`config.mk`:
```
export PLATFORM = sky130hd
export DESIGN_NAME = inst_dispatch_ctrl
export DESIGN_NICKNAME = d
export VERILOG_FILES = /design/src/rtl/inst_dispatch_ctrl.sv
export SDC_FILE = /design/constraint.sdc
export NUM_CORES = 1
export LEC_CHECK = 0
export ABC_AREA = 1
export CORE_MARGIN = 2
export CORE_UTILIZATION = 30
export DETAILED_ROUTE_END_ITERATION = 6
export GPL_TIMING_DRIVEN = 0
export PLACE_DENSITY = 0.59
export SLEW_MARGIN = 10
export SYNTH_ARGS = -nofsm -noshare
export SYNTH_HDL_FRONTEND = slang
export SYNTH_SLANG_ARGS = --single-unit
```
`constraint.sdc`:
```
create_clock -name clk -period 1.3 [get_ports clk]
set_input_delay 0.195 -clock clk [delete_from_list [all_inputs] [get_ports clk]]
set_output_delay 0.195 -clock clk [all_outputs]
set_load 0.01 [all_outputs]
```
`src/rtl/inst_dispatch_ctrl.sv`:
```
// ---------------------------------------------------------------------------
// inst_dispatch_ctrl
//
// Fetches 82-bit instruction words from the instruction FIFO one at a time and
// holds each on inst_word for the field decoder. Alpha words (bit 0 = 1) are
// retired on the spot into the global alpha register. Draw words are offered
// to the raster engine over draw_valid/draw_ready, and the block then waits
// for the engine's draw_done pulse, guarded by a watchdog, before it fetches
// the next word.
//
// Ports:
//   clk, rst     : clock, synchronous active-high reset
//   enable       : allow new fetches (sampled only while idle)
//   fifo_empty   : instruction FIFO empty flag
//   fifo_rdata   : FIFO read data, valid the cycle after fifo_rd
//   fifo_rd      : FIFO pop strobe (one cycle per word)
//   inst_word    : held instruction word for the decoder
//   draw_valid   : draw instruction offered to the raster engine
//   draw_ready   : raster engine accepts the offered instruction
//   draw_done    : raster engine finished (single-cycle pulse)
//   alpha_val    : current global alpha
//   alpha_upd    : one-cycle pulse after an alpha word is retired
//   inst_count   : retired instruction count, saturating
//   busy         : controller is not idle
//   timeout_err  : sticky watchdog-expiry flag
// ---------------------------------------------------------------------------
module inst_dispatch_ctrl #(
  parameter int INST_W  = 82,
  parameter int CNT_W   = 16,
  parameter int TIMEOUT = 1024
) (
  input  logic              clk,
  input  logic              rst,
  input  logic              enable,
  input  logic              fifo_empty,
  input  logic [INST_W-1:0] fifo_rdata,
  output logic              fifo_rd,
  output logic [INST_W-1:0] inst_word,
  output logic              draw_valid,
  input  logic              draw_ready,
  input  logic              draw_done,
  output logic [3:0]        alpha_val,
  output logic              alpha_upd,
  output logic [CNT_W-1:0]  inst_count,
  output logic              busy,
  output logic              timeout_err
);

  // The watchdog only has to reach TIMEOUT-1.
  localparam int              WD_W    = $clog2(TIMEOUT);
  localparam logic [WD_W-1:0] WD_LAST = WD_W'(TIMEOUT - 1);

  typedef enum logic [2:0] {
    S_IDLE,
    S_POP,
    S_LATCH,
    S_ISSUE,
    S_WAIT_DONE
  } state_e;

  state_e             state_q, state_d;
  logic [INST_W-1:0]  inst_word_q, inst_word_d;
  logic [3:0]         alpha_q, alpha_d;
  logic               alpha_upd_q, alpha_upd_d;
  logic [CNT_W-1:0]   count_q, count_d;
  logic [CNT_W-1:0]   count_inc;
  logic [WD_W-1:0]    wd_q, wd_d;
  logic               err_q, err_d;

  // Saturating increment: the counter parks at all-ones instead of wrapping.
  assign count_inc = (&count_q) ? count_q : count_q + 1'b1;

  always_ff @(posedge clk) begin
    if (rst) begin
      state_q     <= S_IDLE;
      inst_word_q <= '0;
      alpha_q     <= 4'hF;
      alpha_upd_q <= 1'b0;
      count_q     <= '0;
      wd_q        <= '0;
      err_q       <= 1'b0;
    end else begin
      state_q     <= state_d;
      inst_word_q <= inst_word_d;
      alpha_q     <= alpha_d;
      alpha_upd_q <= alpha_upd_d;
      count_q     <= count_d;
      wd_q        <= wd_d;
      err_q       <= err_d;
    end
  end

  always_comb begin
    state_d     = state_q;
    inst_word_d = inst_word_q;
    alpha_d     = alpha_q;
    alpha_upd_d = 1'b0;
    count_d     = count_q;
    wd_d        = wd_q;
    err_d       = err_q;

    case (state_q)
      S_IDLE: begin
        // enable and the empty flag are only looked at here, so a fetch is
        // only ever started against a FIFO known to hold a word.
        if (enable && !fifo_empty) begin
          state_d = S_POP;
        end
      end

      S_POP: begin
        state_d = S_LATCH;
      end

      S_LATCH: begin
        inst_word_d = fifo_rdata;
        if (fifo_rdata[0]) begin
          alpha_d     = fifo_rdata[INST_W-1 -: 4];
          alpha_upd_d = 1'b1;
          count_d     = count_inc;
          state_d     = S_IDLE;
        end else begin
          state_d = S_ISSUE;
        end
      end

      S_ISSUE: begin
        if (draw_ready) begin
          wd_d    = '0;
          state_d = S_WAIT_DONE;
        end
      end

      S_WAIT_DONE: begin
        // done is tested first so a done arriving on the last watchdog cycle
        // retires the instruction without flagging an error.
        if (draw_done) begin
          count_d = count_inc;
          state_d = S_IDLE;
        end else if (wd_q == WD_LAST) begin
          err_d   = 1'b1;
          state_d = S_IDLE;
        end else begin
          wd_d = wd_q + 1'b1;
        end
      end

      default: begin
        state_d = S_IDLE;
      end
    endcase
  end

  // Strobes are decoded from the registered state only.
  assign fifo_rd     = (state_q == S_POP);
  assign draw_valid  = (state_q == S_ISSUE);
  assign busy        = (state_q != S_IDLE);
  assign inst_word   = inst_word_q;
  assign alpha_val   = alpha_q;
  assign alpha_upd   = alpha_upd_q;
  assign inst_count  = count_q;
  assign timeout_err = err_q;

endmodule

```
==> run metrics <==
Die X 129.7 um; Top FF cell, synth dfxtp_1; clk_lat worst skew 0.41 ns; worst min-delay path class in2reg; initial drt markers 232; first-pass GRT wire length 25,050 um; critical path required time 1.11 ns; Fin. Hold Viols 0; dpl hpwl 10,920 um; Critical Setup Path Class reg2out; die area 0.01681 mm^2; Final Wtd Congestion 0.8000; final core utilization 53.82%; top cell type by total area after synthesis dfxtp_1; syn nets 734; max-cap violation count 0; final wirelength 16,140 um; grt ovf 0; hold endpoint alpha_val[3]$_SDFFE_PP1P_; max-slew headroom at the worst pin 59.11%; Tcrit/Tclk final 112.6%; yosys warns 0; hold depth 3; via count 4,988; status finished with violations; Worst VDD drop 864.0 uV; total clock buffers created by CTS 17; Pwr Total 10,110 uW; filler instances 1,487; ranking of synthesized cells by area dfxtp_1, nand2_1, a21oi_1; Site Rows 45; asr flop ratio synth 0%; arrival time worst endpoint 1.27 ns; fmax 683.2 MHz; top cell type's share of synthesized area 49.45%; clock skew 0.006934 ns; boundary pin count 195; R2R Path Start state_q[1]$_SDFFE_PP0P_; layout overhead on the synthesized area 74.01%; RSZ-0062 raised after global routing yes; core area 0.01531 mm^2; layout cell share with drive strength beyond 1 22.25%; r2r setup slk -0.15 ns; DP Cell Count 1,048; nets 980; Starting Density 30.93%; Post-Place Worst Slack -0.5879 ns; Post-synth EDFFs 0; Critical Path End Type output port; synthesized area per cell 7.356 um^2; Final Slew Violations 0; vias in the first global route 4,825; Mapped Cells 644; number of inserted diodes 0; Root Driver clkbuf_16; Synth cell types 31; Routed Antenna Nets 0; Finish-stage setup viols 37; min cycle time layout 1.464 ns; crit path max fanout 4; Slew @ Worst Pin 0.6133 ns; clock transition at the registers of the reported paths 0.05 ns; Min-Delay Startpoint rst; clock sink total 117; WL per Instance 14.54 um; Pwr Density 1227 mW/mm^2; CP startpoint kind flip-flop; static leakage power 0.003470 uW; Clock Path Buffers 2; H-tree depth 4; Non-Filler Instances 1,110; final setup margin -0.1638 ns; area of the mapped netlist 0.004737 mm^2; FF-to-FF End inst_count[6]$_SDFFE_PP0P_; initial antenna violation count 0; sequential element share of the synthesized area 49.45%; Vias/cell 4.494; die height 129.7 um; most numerous cell in the Yosys netlist nand2_1; input/output buffers 193; largest net degree at the start of global routing 17; DR pass1 iterations 4; R2R cell count 10; Fin Setup TNS -3.639 ns; Remaining DRCs 0; violated checks setup timing; GRT Util Overall 19.25%; CTS tree yes; synth cell count leaders nand2_1, dfxtp_1, a21oi_1, nor2_1, inv_1; #FFs+latches synth 117
[routing by layer]
| metal | vias to the layer above | GRT usage [%] | part of all wire [%] |
|---|---|---|---|
| met1 | 2239 | 23.70 | 42 |
| met5 | - | 0 | 0 |
| li1 | 2562 | - | - |
| met2 | 160 | 31.81 | 48 |
| met3 | 27 | 5.367 | 7.0 |
| met4 | 0 | 7.780 | 2.3 |
[worst max-delay path, stage by stage, from the launching register on]
cell and delay [ns]:
dfxtp_4 0.36, nor2_4 0.09, inv_1 0.08, nor2_4 0.14, inv_1 0.06, buf_2 0.14
[worst max-delay path by stage]
stage | from | to | slack, ns | cells past startpoint
finish | state_q[1]$_SDFFE_PP0P_ | busy | -0.16 | 5
CTS | state_q[1]$_SDFFE_PP0P_ | busy | -0.18 | 5
floorplan | inst_count[1]$_SDFFE_PP0P_ | inst_count[10]$_SDFFE_PP0P_ | -0.06 | 10
detailed placement | fifo_rdata[0] | inst_count[8]$_SDFFE_PP0P_ | -0.59 | 8
global route | state_q[0]$_SDFFE_PP0P_ | wd_q[5]$_SDFFE_PP0P_ | -0.24 | 10
global placement | fifo_rdata[0] | inst_count[7]$_SDFFE_PP0P_ | -0.59 | 8
[layout make-up]
type	count	area, um^2	share of cell area, %
clock buffers	23	488.0	5.920
repair inverters	1	7.507	0.09107
clock inverters	5	75.07	0.9107
well taps	211	264.0	3.203
multi-input cells	465	2452	29.75
flip-flops and latches	117	2407	29.20
plain buffers	31	260.3	3.157
repair buffers	227	2166	26.28
inverters	30	122.6	1.488
[stage by stage]
stage	hold slack, ns	instance area, um^2
after floorplan	0.3082	4827
after global placement	0.4484	7023
after detailed placement	0.4545	7023
after CTS	0.3242	8010
after global routing	0.3340	8243
final	0.3326	8243
[where the power goes]
group | internal (uW) | leakage [uW] | switching [uW] | total (uW)
clock | 2970 | 0.000281 | 1530 | 4500
sequential | 3770 | 0.000963 | 101 | 3870
combinational | 865 | 0.00223 | 870 | 1740
[what timing repair did]
item | CTS | global route
setup endpoints to repair | 217 | 114
hold buffers | 0 | 0
setup buffers | 27 | 3
cloned | 4 | 1
resized for setup | 212 | 85
pin swaps | 23 | 2
[layout by cell type (no fill, tap or decap), drive strengths merged, types with 3 or more instances in the layout]
cell type	instances
dlygate4sd2	91
xnor2	5
xor2	4
a21oi	107
o21ai	6
clkdlybuf4s15	12
nand2	264
clkdlybuf4s50	86
inv	30
nor2	44
clkbuf	36
nor3	3
nand4	8
dfxtp	117
buf	56
nand3	18
clkinv	3
[flip-flops by register name (all words and copies together) (netlist names)]
signal and count:
inst_count 16, wd_q 10, timeout_err 1, state_q 3
alpha_upd 1, alpha_val 4, inst_word 82
[logic make-up (layout without fill, tap and decap cells)]
family / count (synthesis) / count (layout) / synth area share [%]
buf+inv: 62 / 317 / 5.784
xor+xnor: 9 / 9 / 1.664
simple gates: 339 / 339 / 29.61
compound gates: 115 / 115 / 12.97
fa+ha+maj: 2 / 2 / 0.5282
flops: 117 / 117 / 49.45
Power figures use the tool's default switching activity.
